## src/rtl/fifo_dest_router.sv

```systemverilog
// fifo_dest_router: pops an upstream FIFO and pushes each word to one of four downstream FIFOs by its top two bits.
// Define ROUTER_WORD_COUNT_EN to enable the words_routed counter; otherwise words_routed is tied to 0.
module fifo_dest_router #(
  parameter int DATA_WIDTH = 10
) (
  input  logic                  clk,
  input  logic                  reset,
  input  logic                  fifo_empty,
  input  logic                  fifo_error,
  input  logic [DATA_WIDTH-1:0] fifo_data,
  output logic                  read_enable,
  input  logic                  almost_full_0,
  input  logic                  almost_full_1,
  input  logic                  almost_full_2,
  input  logic                  almost_full_3,
  output logic                  push_0,
  output logic                  push_1,
  output logic                  push_2,
  output logic                  push_3,
  output logic [DATA_WIDTH-1:0] data_out,
  output logic [1:0]            state,
  output logic [7:0]            words_routed
);
  typedef enum logic [1:0] {S_RESET, S_IDLE, S_ACTIVE, S_ERROR} state_t;
  state_t                state_q, state_d;
  logic                  rd_q, any_af, kill;
  logic [3:0]            push_q, push_d;
  logic [DATA_WIDTH-1:0] data_q, data_d;
  always_comb begin
    any_af      = almost_full_0 | almost_full_1 | almost_full_2 | almost_full_3;
    read_enable = (state_q == S_IDLE || state_q == S_ACTIVE) && !fifo_empty && !any_af;
    state_d     = state_q == S_RESET ? S_IDLE :
                  (state_q == S_ERROR || fifo_error) ? S_ERROR :
                  state_q == S_IDLE ? ((!fifo_empty && !any_af) ? S_ACTIVE : S_IDLE) :
                  ((fifo_empty || any_af) && !rd_q) ? S_IDLE : S_ACTIVE;
    // entering or sitting in ERROR discards whatever is in flight
    kill        = state_d == S_ERROR;
    push_d      = (rd_q && !kill) ? 4'b0001 << fifo_data[DATA_WIDTH-1 -: 2] : 4'b0000;
    data_d      = (rd_q && !kill) ? fifo_data : data_q;
  end
  always_ff @(posedge clk) begin
    if (reset) begin
      state_q <= S_RESET;
      rd_q    <= 1'b0;
      push_q  <= '0;
      data_q  <= '0;
    end else begin
      state_q <= state_d;
      rd_q    <= read_enable && !kill;
      push_q  <= push_d;
      data_q  <= data_d;
    end
  end
  assign {push_3, push_2, push_1, push_0} = push_q;
  assign data_out = data_q;
  assign state    = state_q;
`ifdef ROUTER_WORD_COUNT_EN
  logic [7:0] cnt_q;
  always_ff @(posedge clk) begin
    if (reset) cnt_q <= '0;
    else if (|push_q) cnt_q <= cnt_q + 8'd1;
  end
  assign words_routed = cnt_q;
`else
  assign words_routed = 8'd0;
`endif
endmodule
```

## config.mk

```make
export PLATFORM = sky130hd
export DESIGN_NAME = fifo_dest_router
export DESIGN_NICKNAME = d
export VERILOG_FILES = /design/src/rtl/fifo_dest_router.sv
export SDC_FILE = /design/constraint.sdc
export NUM_CORES = 1
export LEC_CHECK = 0
export CAP_MARGIN = 20
export CORE_MARGIN = 5
export CORE_UTILIZATION = 33
export CTS_CLUSTER_SIZE = 30
export DETAILED_ROUTE_END_ITERATION = 12
export GPL_ROUTABILITY_DRIVEN = 0
export GPL_TIMING_DRIVEN = 0
export MAX_ROUTING_LAYER = met4
export PLACE_DENSITY = 0.74
export SLEW_MARGIN = 20
export SYNTH_ARGS = -nofsm -noshare
export SYNTH_HDL_FRONTEND = slang
export SYNTH_SLANG_ARGS = --single-unit
```

## constraint.sdc

```tcl
create_clock -name clk -period 1.15 [get_ports clk]
set_input_delay 0.23 -clock clk [delete_from_list [all_inputs] [get_ports clk]]
set_output_delay 0.23 -clock clk [all_outputs]
set_load 0.02 [all_outputs]
```

==> flow_summary.toml <==
[detailed_routing]
route.vias.total = 774
drtIter0Drc = 13
drc = 0
routed_wl_microns = 2230
firstDrtPassIters = 4
drtAntennaViolNets = 0
avgViaCountPerCell = 4.58
detail_route.wl_per_cell_microns = 13.2

[clocking]
cts_root_buffer = "clkbuf_4"
h-tree-depth = 1
cts_tree = "done"
cts_buffers = 3
worstSkewPairLatency_ns = 0.29
cts_buffer_depth = 2
clk_pin_slew_worst_paths_ns = 0.10
numClockSinks = 17

[setup_path]
worst-path-stages = 5
critical_path.max_fanout = 4
reg2regPathDepth = 5
critPathSlowestCell = "dfxtp_4"
arrival_ns = 1.65
crit_type = "reg2reg"
crit_required_ns = 1.38
cp-end-kind = "flop"
crit_family = "flip-flops"
start_kind = "flop"
crit_buf_inv = 1
crit_chain = "buf_4 > ha_4 > o21ba_4 > or3_4 > a21oi_2"
slowest_delay_ns = 0.37

[floorplanning]
num_rows = 17
die_area_sq_mm = 0.00341
die_h_microns = 58.4
fp.dieW_microns = 58.4
ioPinCount = 43
core-area_sq_mm = 0.00223
start_util = 0.346

[synth]
synth_area_per_cell_sq_um = 8.79
yosysTopAreaCell = "dfxtp_1"
netlist_top_cells_area = "dfxtp_1 44%, buf_4 7.8%, nand3b_1 7.8%, o21ai_0 6.5%, a21oi_1 5.8%"
synth_seq_cells = 17
synth_edf_count = 0
netlist.area_leader.share = 0.440
yosysUniqueCellTypes = 22
syn_inst = 88
yosys_warnings = 0
ys_dominant_reg_cell = "dfxtp_1"
syn_area_sq_um = 773
async_reset_ff_frac = 0
yosysSeqAreaShare = 0.440

[timing]
fin_skew_ns = 0.00336
finalHoldViolCount = 0
fmax_mhz = 705
setup_ws_ns = -0.269
rsz0062_at_grt = "true"
fin_crit_ns = 1.42
period_share = 1.23
setup_violations = 19
drv_slew = 0

[layout]
n_antenna_cell = 0
syn2layout_area_growth_pct = 83.8
final-instance-count-excl-fill = 169
drive_above_1_share = 0.546
nets = 163

[place]
dp_hpwl_microns = 1470
dp_cells = 157
pre_cts_slack_ns = -0.805
portBuffers = 34

[grt]
antenna_found_initial = 0
grt_start_max_net_pins = 11
first_global_vias = 715
globalRouteOverflowTotal = 0
grt_usage = 0.123
grt_pass1_wl_microns = 3100

[outcome]
status = "finished with violations"
violations = "setup timing"

[power]
ir_worst_vdd_v = 0.000526
power_density_mw_per_mm2 = 901
p_leak_uw = 0.000607

[job]
drv_cap = 0

[hold_path]
hp-class = "reg2reg"
hold_path_depth = 2
[area by class of cell]
cell class | count | area, sq um
sequential | 17 | 348
buffer | 13 | 110
timing repair buffer | 42 | 358
inverter | 6 | 27.5
multi-input combinational | 59 | 515
fill | 205 | 812
clock buffer | 3 | 22.5
tap | 28 | 35.0
clock inverter | 1 | 5.00
[cells in the final DEF, fill, tap and decap left out, types with 2 or more instances in the layout]
| cell | netlist | routed |
|---|---|---|
| clkdlybuf4s50_1 | 0 | 15 |
| buf_6 | 0 | 4 |
| clkbuf_4 | 0 | 3 |
| o21ai_2 | 0 | 8 |
| nor3_2 | 0 | 2 |
| dlymetal6s2s_1 | 0 | 2 |
| dfxtp_1 | 17 | 15 |
| ha_4 | 0 | 3 |
| inv_1 | 6 | 3 |
| buf_8 | 0 | 2 |
| buf_2 | 2 | 10 |
| clkbuf_2 | 1 | 6 |
| nor2_4 | 0 | 2 |
| nor2_2 | 0 | 3 |
| a21oi_2 | 0 | 5 |
| a21oi_1 | 9 | 4 |
| nand3b_1 | 8 | 8 |
| buf_4 | 8 | 13 |
| conb_1 | 1 | 8 |
| dfxtp_4 | 0 | 2 |
| nor2_1 | 7 | 2 |
| o21ai_1 | 1 | 3 |
| inv_4 | 0 | 2 |
| nor4_1 | 3 | 2 |
[metrics by stage]
step | area, sq um | util | power (uW) | hold WS, ns | TNS [ns]
after floorplan | 860 | - | 770 | 0.297 | -0.755
after global routing | 1420 | 0.636 | 1330 | 0.482 | -4.35
final | 1420 | 0.636 | 1280 | 0.465 | -3.39
after global placement | 1230 | 0.553 | 866 | 0.439 | -5.02
after CTS | 1350 | 0.604 | 1230 | 0.469 | -2.97
after detailed placement | 1230 | 0.553 | 868 | 0.455 | -5.42
[cell usage after synthesis (all sizes together) (2+ instances only)]
library cell  count
a21oi             9
buf              10
clkbuf            3
dfxtp            17
ha                3
inv               6
nand2             2
nand3b            8
nor2              7
nor3              2
nor4              3
o21ai            11
[worst register-to-register path: cells and delay by family, from the launching register on]
family	cells	cell delay (ns)
AO/OA/AOI/OAI	2	0.35
adder cells (fa/ha/maj)	1	0.17
buffers and inverters	1	0.14
flip-flops	1	0.37
AND/OR/NAND/NOR	1	0.34
[power breakdown]
group          internal, uW  switching [uW]
registers               595            7.28
logic                   198             157
clock network           129             193
total                   922             358
[sequential cells by signal, summed over array words and instances, names as in the netlist]
signal    cells
data_out     10
push_q        4
state         2
rd_q          1
[cell families after synthesis]
kind of cell / after synthesis / synth area share
buffers and inverters: 19 / 0.136
DFF: 17 / 0.440
other: 1 / 0.00485
AOI/OAI and AO/OA: 23 / 0.165
adders and majority gates: 3 / 0.0485
and+or+nand+nor: 25 / 0.206
[routing by layer]
| layer | part of all wire | global-route usage |
|---|---|---|
| met5 | 0 | - |
| met4 | 0.013 | 0.0596 |
| met3 | 0.045 | 0.0241 |
| met2 | 0.52 | 0.217 |
| met1 | 0.42 | 0.130 |
[repair_timing]
item	in CTS	in global routing
cloned	1	0
hold buffers	0	0
gates resized for setup	62	48
buffers inserted	5	2
setup endpoints to repair	29	31
pin swaps	10	12
[path summary, 6_finish.rpt]
path / start / to / slack [ns]
max: state[1]$_SDFF_PP0_ / data_out[9]$_SDFFE_PP0P_ / -0.27
min: data_out[7]$_SDFFE_PP0P_ / data_out[7]$_SDFFE_PP0P_ / 0.46
max reg2reg: state[1]$_SDFF_PP0_ / data_out[9]$_SDFFE_PP0P_ / -0.27
min reg2reg: data_out[7]$_SDFFE_PP0P_ / data_out[7]$_SDFFE_PP0P_ / 0.46
No activity file was read; power rests on OpenSTA's default activity.
